File: src/rtl/aui_generator.sv
// ---------------------------------------------------------------------------
// aui_generator : round-robin AUI lane distributor with periodic AM rounds
// Revision 1.0
// ---------------------------------------------------------------------------
`default_nettype none

module aui_generator #(
  parameter int                    DATA_WIDTH   = 64,
  parameter int                    NUMBER_LANES = 16,
  parameter int                    AM_INTERVAL  = 4,
  parameter logic [DATA_WIDTH-1:0] AM_PATTERN   = 64'hC168_21F4_3E97_DE00
) (
  input  logic                  clk,
  input  logic                  rst_n,
  input  logic [DATA_WIDTH-1:0] i_data,
  output logic [DATA_WIDTH-1:0] tx_lane [NUMBER_LANES]
);

  localparam int PTR_W = (NUMBER_LANES > 1) ? $clog2(NUMBER_LANES) : 1;
  localparam int RND_W = (AM_INTERVAL > 1) ? $clog2(AM_INTERVAL) : 1;

  localparam logic [PTR_W-1:0] PTR_LAST = PTR_W'(NUMBER_LANES - 1);
  localparam logic [RND_W-1:0] RND_LAST = RND_W'(AM_INTERVAL - 1);
  localparam logic [PTR_W-1:0] PTR_ONE  = PTR_W'(1);
  localparam logic [RND_W-1:0] RND_ONE  = RND_W'(1);

  logic [PTR_W-1:0]      ptr;
  logic [RND_W-1:0]      rnd;
  logic [7:0]            lane_idx;
  logic [DATA_WIDTH-1:0] am_word;
  logic [DATA_WIDTH-1:0] wr_word;

  // The AM word carries the lane number in its low byte so the receiver can reorder lanes.
  assign lane_idx = 8'(ptr);
  assign am_word  = {AM_PATTERN[DATA_WIDTH-1:8], lane_idx};
  assign wr_word  = (rnd == '0) ? am_word : i_data;

  always_ff @(posedge clk or negedge rst_n) begin
    if (!rst_n) begin
      ptr <= '0;
      rnd <= '0;
      for (int i = 0; i < NUMBER_LANES; i++) begin
        tx_lane[i] <= '0;
      end
    end else begin
      if (ptr == PTR_LAST) begin
        ptr <= '0;
        rnd <= (rnd == RND_LAST) ? '0 : rnd + RND_ONE;
      end else begin
        ptr <= ptr + PTR_ONE;
      end
      tx_lane[ptr] <= wr_word;
    end
  end

endmodule

`default_nettype wire

File: config.mk
export PLATFORM = sky130hd
export DESIGN_NAME = aui_generator
export DESIGN_NICKNAME = d
export VERILOG_FILES = /design/src/rtl/aui_generator.sv
export SDC_FILE = /design/constraint.sdc
export NUM_CORES = 2
export LEC_CHECK = 0
export ABC_AREA = 1
export BUFFER_PORTS_ARGS = -buffer_cell sky130_fd_sc_hd__buf_2
export CORE_AREA = 2 2 429 431
export CTS_CLUSTER_SIZE = 8
export DETAILED_ROUTE_END_ITERATION = 8
export DIE_AREA = 0 0 431 433
export GPL_ROUTABILITY_DRIVEN = 0
export SETUP_SLACK_MARGIN = 0.15
export SYNTH_ARGS = -nofsm -noshare
export SYNTH_HDL_FRONTEND = slang
export SYNTH_SLANG_ARGS = --single-unit
File: constraint.sdc
create_clock -name clk -period 1.7 [get_ports clk]
set_clock_uncertainty 0.05 [all_clocks]
set_input_delay 0.34 -clock clk [delete_from_list [all_inputs] [get_ports clk]]
set_output_delay 0.34 -clock clk [all_outputs]
set_load 0.005 [all_outputs]
== Yosys cells after proc, flatten, opt, wreduce, memory -nomap -nowiden ==
Cells that the tools add are included.

* Bits in registers: 1030
* Bits of input ports: 66

* Bitwise gates (word level): 1
* Reductions and logical operators: 2
* Equal/unequal tests: 2
* Mux-type cells: 6
* $lt $le $gt $ge: 2
* $add $sub $neg: 2

{| class="wikitable"
|+ Operator list
! cell !! count
|-
| $bwmux 1024 || 1
|-
| $demux 64 s4 || 1
|-
| $mux 64 || 2
|-
| $ge 5x5->1 const B || 1
|-
| $lt 5x1->1 const B || 1
|-
| $not 4->5 || 1
|-
| $add 4x1->4 const B || 1
|-
| $eq 4x4->1 const B || 1
|-
| $mux 4 || 1
|-
| $add 2x1->2 const B || 1
|-
| $eq 2x2->1 const B || 1
|-
| $logic_not 2->1 || 1
|-
| $mux 2 || 1
|-
| $logic_and 1x1->1 || 1
|}

== Logic depth before layout (Yosys ltp) ==
* Word-level depth: 6
* Depth in mapped cells: 10

== Worst setup path after synthesis ==
Ideal clock, no wire load.

* Kind: flip-flop to flip-flop
* Start: register ptr[0]
* End: register tx_lane[1000] in the netlist's numbering
* Cell stages (with the launch flop): 8
* Buffers on the path: 3
* Setup slack: 150 ps
* Setup time: 65 ps
* Arrival time: 1434 ps
* Cells stage by stage: dfrtp_1 inv_1 ha_1 buf_4 clkbuf_1 buf_2 nand3_1 nand2_1

* Word-level cells in the longest chain between the ends: 6
* Elaborated cells between the ends (all ways): 7

{| class="wikitable"
|+ Ends and longest elaborated chain
! item !! line !! source
|-
| from (decl) || 27 || <nowiki>logic [PTR_W-1:0] ptr;</nowiki>
|-
| from (signal assigned) || 50 || <nowiki>ptr <= ptr + PTR_ONE;</nowiki>
|-
| $not 4->5 (implied by the code) (*) || 52 || <nowiki>tx_lane[ptr] <= wr_word;</nowiki>
|-
| $ge 5x5->1 (implied by the code) or $lt 5x1->1 (tied branches) || 52 ||
|-
| $logic_and 1x1->1 (implied by the code) || 52 ||
|-
| $mux 64 (implied by the code) || 52 ||
|-
| $demux 64 s4 (*) || 52 ||
|-
| $bwmux 1024 (*) || 52 ||
|-
| to (signal, indexed assignment) || 52 ||
|-
| to (decl) || 16 || <nowiki>output logic [DATA_WIDTH-1:0] tx_lane [NUMBER_LANES]</nowiki>
|}

Every way passes the cells marked *; elsewhere a longest branch is shown, timed or not.
A chain may end at the register's enable or synchronous reset.

== Worst setup path in the final report ==
* Start: register tx_lane[962] in the netlist's numbering
* End: output tx_lane[962] in the netlist's numbering

No word-level cell between the ends.

==> results.ini <==
[outcome]
status=complete, but fails checks
violations=setup timing

[routing]
drt-pass1-iter-count=7
drt_wl_total_microns=264000
drc=0
postRouteAntennaNets=0
num_vias=42170
viasPerCell=4.86
drt_iter0_drc=5056
wire_per_inst_microns=30.5

[sta]
post-route-period-util_pct=109
relSlewSlack_pct=48.9
hold_viol=0
drv_slew=0
maxClockFrequency_mhz=537
period_needed_ns=1.86
final-setup-viol-count=1651
rsz0062_at_grt=true
setup_slack_ns=-0.161
tightest_slew_ns=0.766

[job]
maxCapViolations=0

[critical_path]
critical_path_class=reg2out
critPathSlowestCell=dfrtp_2
cp_cell_sequence=buf_6
critical_path.top_delay_family=flip-flops
cp-start-kind=flop
crit_buf_inv=1
cp-end-kind=primary output
path_max_fanout=2
max_stage_delay_ns=0.50
cp.required_ns=1.31
arrival_ns=1.47

[global_routing]
antenna_found_initial=19
grt_overflow=0
grt_pass1_wl_microns=324000
grt_max_degree=70
grt_usage_pct=25.3
grt_pass1_vias=39045

[yosys]
yosysTopAreaCell=dfrtp_1
yosys-top-cells-count=nand2_1 (3001), dfrtp_1 (1030), buf_2 (195), nand3_1 (118), inv_1 (66)
ys.flop_type=dfrtp_1
synth_edf_count=0
postSynthCellCount=4590
synth-seq-area-share_pct=63.9
yosys_warnings=0
synthArstFlopShare_pct=100
synth_nets=4662
syn_avg_cell_area_sq_um=8.79
synth_top_area_share_pct=63.9
synthTopCellsByArea=dfrtp_1 (64%), nand2_1 (28%), buf_2 (2.4%)
syn-cell-area_sq_mm=0.0403
yosysMostFrequentCell=nand2_1
synth.distinct_cells=22
synth_seq_cells=1030

[floorplanning]
initial_core_util_pct=22.1
coreArea_sq_mm=0.182
num_io_pins=1090
die_area_sq_mm=0.187
rows=157
die_h_microns=433
die_w_microns=431

[clock_network]
cts-root-buf=clkbuf_16
clock_path_buffers=3
cts_buffers=150
cts_sinks=1030
cts_tree=built
clock_latency_ns=0.82
cts_max_level=4
path_clk_slew_ns=0.05

[final_layout]
seq_area_sq_mm=0.0258
multiInputGateArea_sq_mm=0.0151
nFillCells=17812
nets=6316
drive_gt1_share_pct=38.8
final_core_util_pct=36.7
syn_to_final_growth_pct=65.8

[place]
pre_cts_slack_ns=-0.216
place_hpwl_microns=146000
portBuffers=1089

[power_and_ir_drop]
peakVddDrop_mv=0.843
static-leakage-power_nw=34.8
power-per-cell-area_mw_per_mm2=920

[hold_path]
hp-class=in2reg

==> cell usage in the layout (no fill, tap or decap), types with 4 or more instances in the layout <==
cell,netlist,layout
buf_16,0,130
buf_2,195,1047
nor2_8,4,4
bufbuf_16,0,18
inv_1,66,61
clkbuf_8,0,7
clkbuf_16,0,206
dfrtp_2,0,11
nand3_2,0,28
nand2_2,13,265
buf_6,23,88
nand2_4,7,97
nand2_1,3001,2611
buf_8,0,24
nor2_2,29,6
dlygate4sd3_1,0,54
nand2_8,1,51
dfrtp_1,1030,1019
buf_4,54,136
buf_12,0,233
clkinv_16,0,4
diode_2,0,16
ha_4,0,5
nand3_4,0,5
nor2_4,16,40
nand3_1,118,85
inv_16,0,7
==> logic make-up (layout without fill, tap and decap cells) <==
family / count (synthesis) / after routing / share of synthesized area (%)
AOI/OAI and AO/OA: 2 / 2 / 0.0248
and+or+nand+nor: 3194 / 3196 / 31.0
adders and majority gates: 6 / 6 / 0.186
DFF: 1030 / 1030 / 63.9
buffers and inverters: 358 / 2037 / 4.89
other: 0 / 16 / 0
==> flip-flops by register name, indices dropped and copies added (netlist names) <==
name	cells
tx_lane	1024
ptr	4
rnd	2
==> routing by layer <==
metal  vias up  track usage (%)  share of wire (%)
met5         -            0.364              0.053
met3       968             7.72                 11
met4        12             13.9                6.7
met2      3139             40.5                 46
met1     20884             30.4                 37
li1      17167                -                  -
==> area by class of cell <==
cell class              instances  share of cell area (%)
diodes                         16                  0.0599
clock buffers                 161                    5.84
clock inverters                18                   0.582
inverters                      74                   0.522
multi-input cells            3204                    22.6
flip-flops and latches       1030                    38.6
well taps                    2385                    4.46
repair buffers               1784                    27.4
==> final timing paths <==
kind | start | endpoint | slack, ns | cells past startpoint
setup reg to reg | rnd[1]$_DFFE_PN0N_ | tx_lane[285]$_DFFE_PN0P_ | -0.13 | 10
max in group asynchronous | rst_n | tx_lane[533]$_DFFE_PN0P_ | 0.52 | 3
min in group asynchronous | rst_n | tx_lane[295]$_DFFE_PN0P_ | 0.17 | 2
hold reg to reg | tx_lane[518]$_DFFE_PN0P_ | tx_lane[518]$_DFFE_PN0P_ | 0.41 | 2
hold / removal | i_data[30] | tx_lane[670]$_DFFE_PN0P_ | 0.08 | 6
setup / recovery | tx_lane[962]$_DFFE_PN0P_ | tx_lane[962] | -0.16 | 1
==> per-stage QoR <==
stage	setup TNS, ns	instances	hold WS (ns)	area [sq um]	total power, mW
3_5_place_dp	-55.27	8060	0.373	51400	32.2
2_1_floorplan	0	4590	-0.00559	40300	28.2
3_3_place_gp	-39.23	8060	0.378	51400	32.1
5_1_grt	-169.38	8659	0.0493	66900	63.3
6_report	-60.65	8672	0.0824	66900	61.6
4_1_cts	-152.01	8547	0.000766	63000	61.2
==> power breakdown <==
part | total [mW] | internal (mW) | switching [mW]
combinational | 6.29 | 2.45 | 3.84
clock | 28.6 | 16.7 | 11.9
sequential | 26.6 | 25.8 | 0.824
total | 61.6 | 45.0 | 16.6
==> timing repair <==
item                                   4_1_cts  5_1_grt
resized for setup                          470      528
setup buffers                              142       50
pin swaps                                  154      196
setup endpoints to repair                 2050     2051
gates cloned                               113       58
endpoints found under the hold margin      963        1
hold buffers                                53        1
Note: power is estimated with default switching activity, not from simulation.
